File: src/rtl/streamer_pkg.sv
// streamer_pkg: shared opcode constants, FSM states and instruction-class decode
package streamer_pkg;
  localparam logic [1:0] OP_GENERIC = 2'b00;
  localparam logic [1:0] OP_LOADI = 2'b01;
  localparam logic [1:0] OP_OPERATE = 2'b10;
  localparam logic [1:0] OP_BURST = 2'b11;
  localparam int BURST_SEL_BIT = 2;
  localparam logic [1:0] GENERIC_RESET_SEL = 2'b11;
  localparam logic [15:0] NOP_INSTRUCTION = 16'h0000;
  typedef enum logic [1:0] {ISSUE, PAYLOAD, PAD} state_t;
  typedef enum logic [2:0] {
    CLS_GENERIC, CLS_RESET, CLS_LOADI, CLS_OPERATE, CLS_BURST_READ, CLS_BURST_WRITE
  } iclass_t;
  function automatic iclass_t decode(input logic [15:0] w);
    return (w[1:0] == OP_GENERIC) ? ((w[3:2] == GENERIC_RESET_SEL) ? CLS_RESET : CLS_GENERIC) :
           (w[1:0] == OP_LOADI)   ? CLS_LOADI :
           (w[1:0] == OP_OPERATE) ? CLS_OPERATE :
           w[BURST_SEL_BIT]       ? CLS_BURST_WRITE : CLS_BURST_READ;
  endfunction
endpackage

File: src/rtl/instruction_fifo.sv
// instruction_fifo: word FIFO with head peek, occupancy level and power-of-two wrapping pointers
module instruction_fifo #(
  parameter int DEPTH = 16,
  parameter int W = 16
) (
  input  logic                     clk_i,
  input  logic                     rst_ni,
  input  logic                     push_i,
  input  logic                     pop_i,
  input  logic [W-1:0]             wdata_i,
  output logic [W-1:0]             head_o,
  output logic [$clog2(DEPTH):0]   level_o
);
  localparam int AW = $clog2(DEPTH);
  localparam int LW = AW + 1;
  logic [W-1:0] mem_q [DEPTH];
  logic [AW-1:0] wptr_q, rptr_q;
  logic [LW-1:0] level_q;
  logic do_push, do_pop;
  assign do_push = push_i && (level_q != LW'(DEPTH));
  assign do_pop = pop_i && (level_q != '0);
  always_ff @(posedge clk_i)
    if (do_push) mem_q[wptr_q] <= wdata_i;
  always_ff @(posedge clk_i or negedge rst_ni)
    if (!rst_ni) begin
      wptr_q <= '0;
      rptr_q <= '0;
      level_q <= '0;
    end else begin
      wptr_q <= wptr_q + AW'(do_push);
      rptr_q <= rptr_q + AW'(do_pop);
      level_q <= level_q + LW'(do_push) - LW'(do_pop);
    end
  assign head_o = mem_q[rptr_q];
  assign level_o = level_q;
endmodule

File: src/rtl/instruction_streamer.sv
// instruction_streamer: assembles host bytes into instruction words and issues them to the cpu,
// holding burst writes until complete and padding burst reads / operates with NOPs
module instruction_streamer
  import streamer_pkg::*;
#(
  parameter int FIFO_DEPTH = 16,
  parameter int BURST_WRITE_PAYLOAD = 5,
  parameter int BURST_READ_PAD = 9,
  parameter int OPERATE_PAD = 5
) (
  input  logic                          clock_in,
  input  logic                          reset_n_in,
  input  logic [7:0]                    host_byte_in,
  input  logic                          host_valid_in,
  output logic                          host_ready_out,
  output logic [15:0]                   current_instruction_out,
  output logic                          instruction_valid_out,
  output logic [$clog2(FIFO_DEPTH):0]   fifo_level_out,
  output logic                          busy_out
);
  localparam int LW = $clog2(FIFO_DEPTH) + 1;
  localparam int CW = 8;
  logic phase_q, phase_d;
  logic [7:0] hi_q, hi_d;
  logic accept, push, pop, empty;
  logic [15:0] head;
  logic [LW-1:0] level;
  state_t state_q, state_d;
  logic [CW-1:0] cnt_q, cnt_d;
  logic [15:0] instr_q, instr_d;
  logic valid_q, valid_d;
  iclass_t cls;
  assign host_ready_out = reset_n_in && (level < LW'(FIFO_DEPTH));
  assign accept = host_valid_in && host_ready_out;
  assign push = accept && phase_q;
  assign phase_d = accept ? ~phase_q : phase_q;
  assign hi_d = (accept && !phase_q) ? host_byte_in : hi_q;
  assign empty = (level == '0);
  assign cls = decode(head);
  instruction_fifo #(.DEPTH(FIFO_DEPTH), .W(16)) u_fifo (
    .clk_i   (clock_in),
    .rst_ni  (reset_n_in),
    .push_i  (push),
    .pop_i   (pop),
    .wdata_i ({hi_q, host_byte_in}),
    .head_o  (head),
    .level_o (level)
  );
  // A burst-write header only leaves once its whole payload is queued, so PAYLOAD never starves
  always_comb begin
    state_d = state_q;
    cnt_d = cnt_q;
    pop = 1'b0;
    instr_d = NOP_INSTRUCTION;
    valid_d = 1'b0;
    unique case (state_q)
      ISSUE: if (!empty) begin
        if (cls != CLS_BURST_WRITE || level >= LW'(1 + BURST_WRITE_PAYLOAD)) begin
          pop = 1'b1;
          instr_d = head;
          valid_d = 1'b1;
        end
        if (cls == CLS_OPERATE) begin
          state_d = PAD;
          cnt_d = CW'(OPERATE_PAD);
        end else if (cls == CLS_BURST_READ) begin
          state_d = PAD;
          cnt_d = CW'(BURST_READ_PAD);
        end else if (cls == CLS_BURST_WRITE && pop) begin
          state_d = PAYLOAD;
          cnt_d = CW'(BURST_WRITE_PAYLOAD);
        end
      end
      PAYLOAD: begin
        pop = 1'b1;
        instr_d = head;
        valid_d = 1'b1;
        cnt_d = cnt_q - CW'(1);
        state_d = (cnt_q == CW'(1)) ? ISSUE : PAYLOAD;
      end
      PAD: if (!empty && cls == CLS_RESET) begin
        pop = 1'b1;
        instr_d = head;
        valid_d = 1'b1;
        cnt_d = '0;
        state_d = ISSUE;
      end else begin
        cnt_d = cnt_q - CW'(1);
        state_d = (cnt_q == CW'(1)) ? ISSUE : PAD;
      end
      default: state_d = ISSUE;
    endcase
  end
  always_ff @(posedge clock_in or negedge reset_n_in)
    if (!reset_n_in) begin
      state_q <= ISSUE;
      cnt_q <= '0;
      instr_q <= NOP_INSTRUCTION;
      valid_q <= 1'b0;
      phase_q <= 1'b0;
      hi_q <= '0;
    end else begin
      state_q <= state_d;
      cnt_q <= cnt_d;
      instr_q <= instr_d;
      valid_q <= valid_d;
      phase_q <= phase_d;
      hi_q <= hi_d;
    end
  assign current_instruction_out = instr_q;
  assign instruction_valid_out = valid_q;
  assign fifo_level_out = level;
  assign busy_out = (state_q != ISSUE) || !empty;
endmodule
File: config.mk
export PLATFORM = sky130hd
export DESIGN_NAME = instruction_streamer
export DESIGN_NICKNAME = d
export VERILOG_FILES = /design/src/rtl/streamer_pkg.sv /design/src/rtl/instruction_fifo.sv /design/src/rtl/instruction_streamer.sv
export SDC_FILE = /design/constraint.sdc
export NUM_CORES = 1
export LEC_CHECK = 0
export CORE_MARGIN = 10
export CORE_UTILIZATION = 40
export CTS_CLUSTER_DIAMETER = 30
export DETAILED_ROUTE_END_ITERATION = 7
export GPL_ROUTABILITY_DRIVEN = 0
export PLACE_DENSITY = 0.58
export SYNTH_ARGS = -nofsm -noshare
export SYNTH_HDL_FRONTEND = slang
export SYNTH_HIERARCHICAL = 1
export SYNTH_SLANG_ARGS = --single-unit
export TNS_END_PERCENT = 50
File: constraint.sdc
create_clock -name clock_in -period 6.1 [get_ports clock_in]
set_clock_uncertainty 0.15 [all_clocks]
set_input_delay 0.915 -clock clock_in [delete_from_list [all_inputs] [get_ports clock_in]]
set_output_delay 0.915 -clock clock_in [all_outputs]
set_load 0.01 [all_outputs]
==> flow_metrics.py, run 1 <==
metrics = {
    "outcome": {
        "status": "complete, no violations",
    },
    "logic_synthesis": {
        "synth_area_per_cell_um2": 17.8,
        "synthDistinctLibCells": 59,
        "synth_edf_count": 256,
        "synth_warnings": 6,
        "syn_inst": 695,
        "ys_ff_latch": 305,
        "async_reset_ff_frac": 0.161,
        "syn-cell-area_um2": 12400,
        "synth_nets": 727,
        "synthFlopType": "edfxtp_1",
        "seq_area_frac_synth": 0.721,
    },
    "drt": {
        "drcViolationCount": 0,
        "first_iter_violations": 457,
        "firstDrtPassIters": 5,
        "vias": 6636,
        "drtAntennaViolNets": 0,
        "wl_met3_mm": 1.52,
        "met1_length_mm": 12.0,
        "vias_per_cell": 5.45,
        "avgRoutedWirePerCell_um": 22.9,
        "wirelength_mm": 27.8,
        "dr_wl_met2_mm": 13.6,
        "top_layer": "met4",
    },
    "placed_design": {
        "dp_hpwl_mm": 16.4,
        "portBuffers": 34,
    },
    "critical_path": {
        "critPathKind": "reg2reg",
        "cp_slowest_cell": "dfrtp_1",
        "rrSetupSlack_ns": 0.54,
        "crit_path_cell_trace": "inv_1 > a221oi_1 > o21ai_0 > nand2_1 > inv_1 > ha_1 > nor2b_1 > nand2_1 > a21oi_1 > o221a_2 > nor2_1 > o21a_1 > ha_1 > inv_1 > ha_1 > fa_1 > a21oi_1 > nor2_1 > nor2_1 > xnor2_1",
        "cp.arrival_ns": 5.89,
        "cp-start-kind": "flop",
        "cp.required_ns": 6.43,
        "cp-end-kind": "flop",
        "slowest_delay_ns": 0.93,
        "crit_fanout": 18,
    },
    "global_route": {
        "track_usage": 0.144,
        "overflow": 0,
        "antenna_found_initial": 0,
        "grt_pass1_vias": 6939,
        "grt_max_degree": 50,
        "grt_pass1_wl_mm": 42.6,
    },
    "sta": {
        "rsz0062_at_grt": "false",
        "worst_slew_pin_slew_ns": 1.24,
        "setup_viol": 0,
        "finalHoldViolations": 0,
        "drv_slew": 0,
        "layout_worst_path_cycle_share": 0.912,
        "fin_tns_setup_ns": 0,
        "slew_headroom": 0.171,
        "clock.fmax_mhz": 180,
        "period_minus_slack_ns": 5.56,
    },
    "clocking": {
        "post_cts_resized": 0,
        "cts_tree": "yes",
        "clk_latency_ns": 0.56,
        "clock_path_buffers": 3,
        "hold_buffers": 0,
        "post_cts_buffers": 0,
        "cts_num_sinks": 305,
        "cts_made_buffers": 56,
        "cts-root-buf": "clkbuf_16",
        "path_clk_slew_ns": 0.05,
        "h-tree-depth": 2,
    },
    "finish": {
        "final_layout_size_suffix_gt1_frac": 0.238,
        "diodes": 0,
        "multi_input_area_um2": 3160,
        "regArea_um2": 8920,
        "area_delta_synth_final_pct": 21.8,
        "num-fill-cells": 2461,
        "nets": 806,
    },
    "die": {
        "initial_core_util": 0.405,
        "rows": 64,
        "fp.dieH_um": 196,
        "die-area_um2": 38300,
        "chipWidth_um": 196,
        "io_pins": 35,
        "core_area_um2": 30500,
    },
    "pwr": {
        "report.power.total_w": 0.00816,
        "p_leak_nw": 5.40,
        "power_density_nw_per_um2": 542,
        "peakVddDrop_v": 0.000205,
    },
    "hold_path": {
        "hp-class": "reg2reg",
    },
    "flow_run": {
        "max_cap_viol_count": 0,
    },
}
==> power breakdown <==
part	internal (W)	total, W	switching [W]
Combinational	0.00101	0.00222	0.00121
Clock	0.00188	0.00300	0.00113
Sequential	0.00260	0.00293	0.000334
==> critical path: cells and delay by family, from the launching register on <==
kind                     cells  cell delay, ns
AO/OA/AOI/OAI                6            1.54
adder cells (fa/ha/maj)      4            1.20
flip-flops                   1            0.93
AND/OR/NAND/NOR              6            0.79
buffers and inverters        3            0.73
XOR/XNOR                     1            0.13
==> final cells by class <==
type                       count  share of cell area
sequential                   305               0.593
tap                          396              0.0329
clock inverter                46              0.0316
timing repair buffer          58              0.0343
multi-input combinational    334               0.210
clock buffer                  60              0.0941
inverter                      19             0.00474
==> state kept, by name, indices dropped and copies added, names as in the netlist <==
name	cells
u_fifo/wptr_q	4
hi_q	8
instruction_valid_out	1
phase_q	1
cnt_q	8
current_instruction_out	16
u_fifo/level_o	5
u_fifo/mem_q	256
u_fifo/rptr_q	4
state_q	2
==> metal layers <==
layer  track usage  up-vias
met5             0        -
met4        0.0512        0
met3        0.0256       62
met2         0.239      192
met1         0.186     3404
li1              -     2978
==> synthesized netlist by cell type (all sizes together) (2+ instances only) <==
cell,count,area (µm²)
nand3,3,15.0
nor4,2,12.5
clkbuf,11,41.3
nor3,7,35.0
a32o,2,20.0
or3,3,20.0
o21ai,22,110
mux4,32,721
nor2,23,86.3
a22oi,16,120
a31oi,2,27.5
inv,19,71.3
ha,20,250
a211o,5,43.8
xnor2,5,43.8
xor2,4,35.0
or2,5,31.3
nand2b,3,18.8
and2,2,13.8
mux2i,64,641
or4,5,41.3
edfxtp,256,7690
a21oi,5,25.0
a221oi,32,280
a22o,3,26.3
nor3b,14,105
nand3b,2,15.0
mux2,9,101
buf,26,228
nand2,24,90.1
nor2b,3,18.8
dfrtp,49,1230
==> final timing paths <==
kind	start	to	depth (start not counted)
min in group asynchronous	reset_n_in	cnt_q[2]	2
hold reg to reg	phase_q	phase_q	1
setup reg to reg	u_fifo/rptr_q[3]	u_fifo/level_o[4]	20
hold / removal	phase_q	phase_q	1
setup / recovery	u_fifo/rptr_q[3]	u_fifo/level_o[4]	20
max in group asynchronous	reset_n_in	u_fifo/rptr_q[0]	2
==> through the flow <==
| step | area, µm² | hold slack, ns | utilization | instances | setup WS (ns) |
|---|---|---|---|---|---|
| final | 15000 | 0.337 | 0.493 | 1218 | 0.538 |
| after detailed placement | 13200 | 0.334 | 0.431 | 1112 | 0.628 |
| after CTS | 15000 | 0.340 | 0.493 | 1218 | 0.615 |
| after global routing | 15000 | 0.350 | 0.493 | 1218 | 0.219 |
| after floorplan | 12400 | 0.310 | - | 695 | 1.68 |
| after global placement | 13200 | 0.329 | 0.431 | 1112 | 0.831 |
==> cells by family after synthesis <==
logic type / synth area share
fa+ha+maj: 0.0219
buf+inv: 0.0275
mux: 0.118
compound gates: 0.0619
xor+xnor: 0.00638
simple gates: 0.0426
flops: 0.721
==> layout by cell type, fill, tap and decap left out, types with 7 or more instances in the layout <==
master             n
a22oi_1           16
edfxtp_1         256
nor2_1            11
nand2_1           24
mux4_2            32
nor3b_1           14
clkdlybuf4s50_1   33
mux2_2             9
a221oi_1          32
inv_1             19
mux2i_1           64
dfrtp_1           48
clkinv_4           7
buf_4             24
ha_1              20
inv_6             20
clkbuf_16         56
o21ai_0           17
nor2_2            12
Note: power is estimated with default switching activity, not from simulation.
==> inputs of run 2 (changes only) <==
--- a/config.mk
+++ b/config.mk
@@ -10,7 +10,7 @@
 export CTS_CLUSTER_DIAMETER = 30
 export DETAILED_ROUTE_END_ITERATION = 7
 export GPL_ROUTABILITY_DRIVEN = 0
-export PLACE_DENSITY = 0.58
+export PLACE_DENSITY = 0.6
 export SYNTH_ARGS = -nofsm -noshare
 export SYNTH_HDL_FRONTEND = slang
 export SYNTH_HIERARCHICAL = 1
==> constraint.sdc (replaced) <==
create_clock -name clock_in -period 4.6 [get_ports clock_in]
set_clock_uncertainty 0.15 [all_clocks]
set_input_delay 0.69 -clock clock_in [delete_from_list [all_inputs] [get_ports clock_in]]
set_output_delay 0.69 -clock clock_in [all_outputs]
set_load 0.01 [all_outputs]
==> run 2 against run 1 <==
  * Setup slack lost 0.28 ns
  * Global-route usage grew 0.22 points
  * Sequential cell count unchanged
  * Sequential power is 30% higher
  * Critical endpoint unchanged
  * Highest routed layer unchanged
==> flow_metrics.py, run 2 (synthesis results as in run 1) <==
metrics = {
    "critical_path": {
        "cp-start-kind": "flop",
        "cp.arrival_ns": 4.64,
        "crit_fanout": 11,
        "cp_slowest_cell": "dfrtp_4",
        "rr_endpoint": "u_fifo/level_o[4]",
        "worstReg2RegStart": "u_fifo/rptr_q[0]",
        "cp_num_buf_inv": 3,
        "cp-end-kind": "flop",
        "critPathKind": "reg2reg",
        "rr_worst_depth": 21,
        "cp_top_family": "compound AO/OA/AOI/OAI gates",
        "cp.required_ns": 4.90,
        "cp.depth": 21,
        "crit_path_cell_trace": "buf_8 > mux2i_1 > a221oi_2 > o21ai_0 > nand2_1 > inv_1 > ha_1 > and2_2 > o21ai_0 > a21oi_1 > o221a_2 > nor2_1 > o21a_1 > ha_1 > inv_1 > ha_1 > fa_1 > a21oi_1 > nor2_1 > nor2_1 > xnor2_1",
        "rrSetupSlack_ns": 0.26,
        "crit_end": "u_fifo/level_o[4]",
        "slowest_delay_ns": 0.57,
        "startpoint": "u_fifo/rptr_q[0]",
    },
    "clocking": {
        "cts_num_sinks": 305,
        "cts-root-buf": "clkbuf_16",
        "clk_latency_ns": 0.53,
        "h-tree-depth": 2,
        "cts_made_buffers": 44,
        "clock_path_buffers": 3,
        "cts_tree": "yes",
        "path_clk_slew_ns": 0.05,
    },
    "sta": {
        "slew_headroom": 0.257,
        "layout_worst_path_cycle_share": 0.944,
        "drv_slew": 0,
        "fin_tns_setup_ns": 0,
        "period_minus_slack_ns": 4.34,
        "finalHoldViolations": 0,
        "clock.fmax_mhz": 230,
        "rsz0062_at_grt": "false",
        "worst_slew_pin_slew_ns": 1.11,
        "setup_viol": 0,
    },
    "drt": {
        "first_iter_violations": 605,
        "vias": 6654,
        "avgRoutedWirePerCell_um": 23.6,
        "drtAntennaViolNets": 0,
        "vias_per_cell": 5.51,
        "wirelength_mm": 28.5,
        "firstDrtPassIters": 5,
        "drcViolationCount": 0,
    },
    "placed_design": {
        "portBuffers": 34,
        "dp_hpwl_mm": 16.5,
    },
    "finish": {
        "utilization": 0.485,
        "final_layout_size_suffix_gt1_frac": 0.229,
        "area_delta_synth_final_pct": 19.9,
        "largest_register_ffs": 256,
        "nets": 809,
        "max_flop_register": "u_fifo/mem_q",
        "layout_commonest_cell": "edfxtp_1",
        "final_cell_mix": "edfxtp_1 (256), mux2i_1 (64), dfrtp_1 (48), clkbuf_16 (44), buf_4 (38)",
        "diodes": 0,
    },
    "pwr": {
        "power_density_nw_per_um2": 701,
        "p_leak_nw": 5.31,
        "peakVddDrop_v": 0.000349,
    },
    "die": {
        "initial_core_util": 0.405,
        "rows": 64,
        "die-area_um2": 38300,
        "fp.dieH_um": 196,
        "chipWidth_um": 196,
        "io_pins": 35,
        "core_area_um2": 30500,
    },
    "outcome": {
        "status": "complete, no violations",
    },
    "global_route": {
        "grt_busiest_layer": "met2",
        "grt_max_degree": 61,
        "grtUsageMet1": 0.186,
        "grt_pass1_vias": 6963,
        "overflow": 0,
        "grtUsageMet2": 0.253,
        "track_usage": 0.147,
        "antenna_found_initial": 0,
        "grt_pass1_wl_mm": 43.1,
        "grtUsageMet3": 0.0247,
    },
    "hold_path": {
        "hp-class": "in2async",
    },
    "flow_run": {
        "max_cap_viol_count": 0,
    },
}
[run 2: changes by cell type in the layout (fill, tap and decap cells not counted), sizes merged]
cell,before,now
clkinvlp,5,3
clkinv,14,15
bufinv,3,7
buf,25,40
inv,43,26
clkbuf,60,49
[run 2: layout make-up]
class	instances	area (µm²)
clock buffer	49	1130
clock inverter	32	390
fill	2416	15700
inverter	19	71.3
multi-input combinational	334	3170
sequential	305	8920
tap	396	495
timing repair buffer	73	636
[run 2: worst min path at each step]
stage | endpoint | slack, ns | depth (start not counted)
2_1_floorplan | cnt_q[0] | 0.24 | 0
3_3_place_gp | phase_q | 0.33 | 1
3_5_place_dp | phase_q | 0.34 | 1
4_1_cts | hi_q[7] | 0.25 | 2
5_1_grt | cnt_q[1] | 0.28 | 2
6_report | cnt_q[1] | 0.23 | 2
[run 2: metal layers]
metal  routed length, µm  up-vias
li1                    -     2950
met1               12000     3499
met2               14700      177
met3                1420       28
met4                 381        0
met5                   0        -
[run 2: power breakdown]
group | total (W) | switching (W) | internal (W)
clock | 0.00339 | 0.00120 | 0.00219
sequential | 0.00380 | 0.000350 | 0.00344
combinational | 0.00320 | 0.00175 | 0.00145
total | 0.0104 | 0.00330 | 0.00708
[run 2: worst reg2reg max path: stages (launching register included)]
cell	delay [ns]
dfrtp_4	0.57
buf_8	0.20
mux2i_1	0.14
a221oi_2	0.26
o21ai_0	0.12
nand2_1	0.13
inv_1	0.09
ha_1	0.21
and2_2	0.20
o21ai_0	0.22
a21oi_1	0.10
o221a_2	0.31
nor2_1	0.15
o21a_1	0.18
ha_1	0.14
inv_1	0.04
ha_1	0.20
fa_1	0.42
a21oi_1	0.15
nor2_1	0.06
nor2_1	0.11
xnor2_1	0.12
[run 2: what timing repair did]
item,in CTS,in global routing
endpoints found under the setup margin,0,1
resized for setup,0,3
hold buffers,0,0
setup buffers,0,3
[run 2: metrics by stage]
step	instance area [µm²]	total power, W	instances	worst slack [ns]	hold WS [ns]
2_1_floorplan	12400	0.00600	695	0.184	0.244
3_3_place_gp	13200	0.00689	1124	0.262	0.332
3_5_place_dp	13200	0.00700	1124	0.176	0.336
4_1_cts	14800	0.0104	1205	0.142	0.246
5_1_grt	14800	0.0109	1208	0.0103	0.284
6_report	14800	0.0104	1208	0.257	0.230
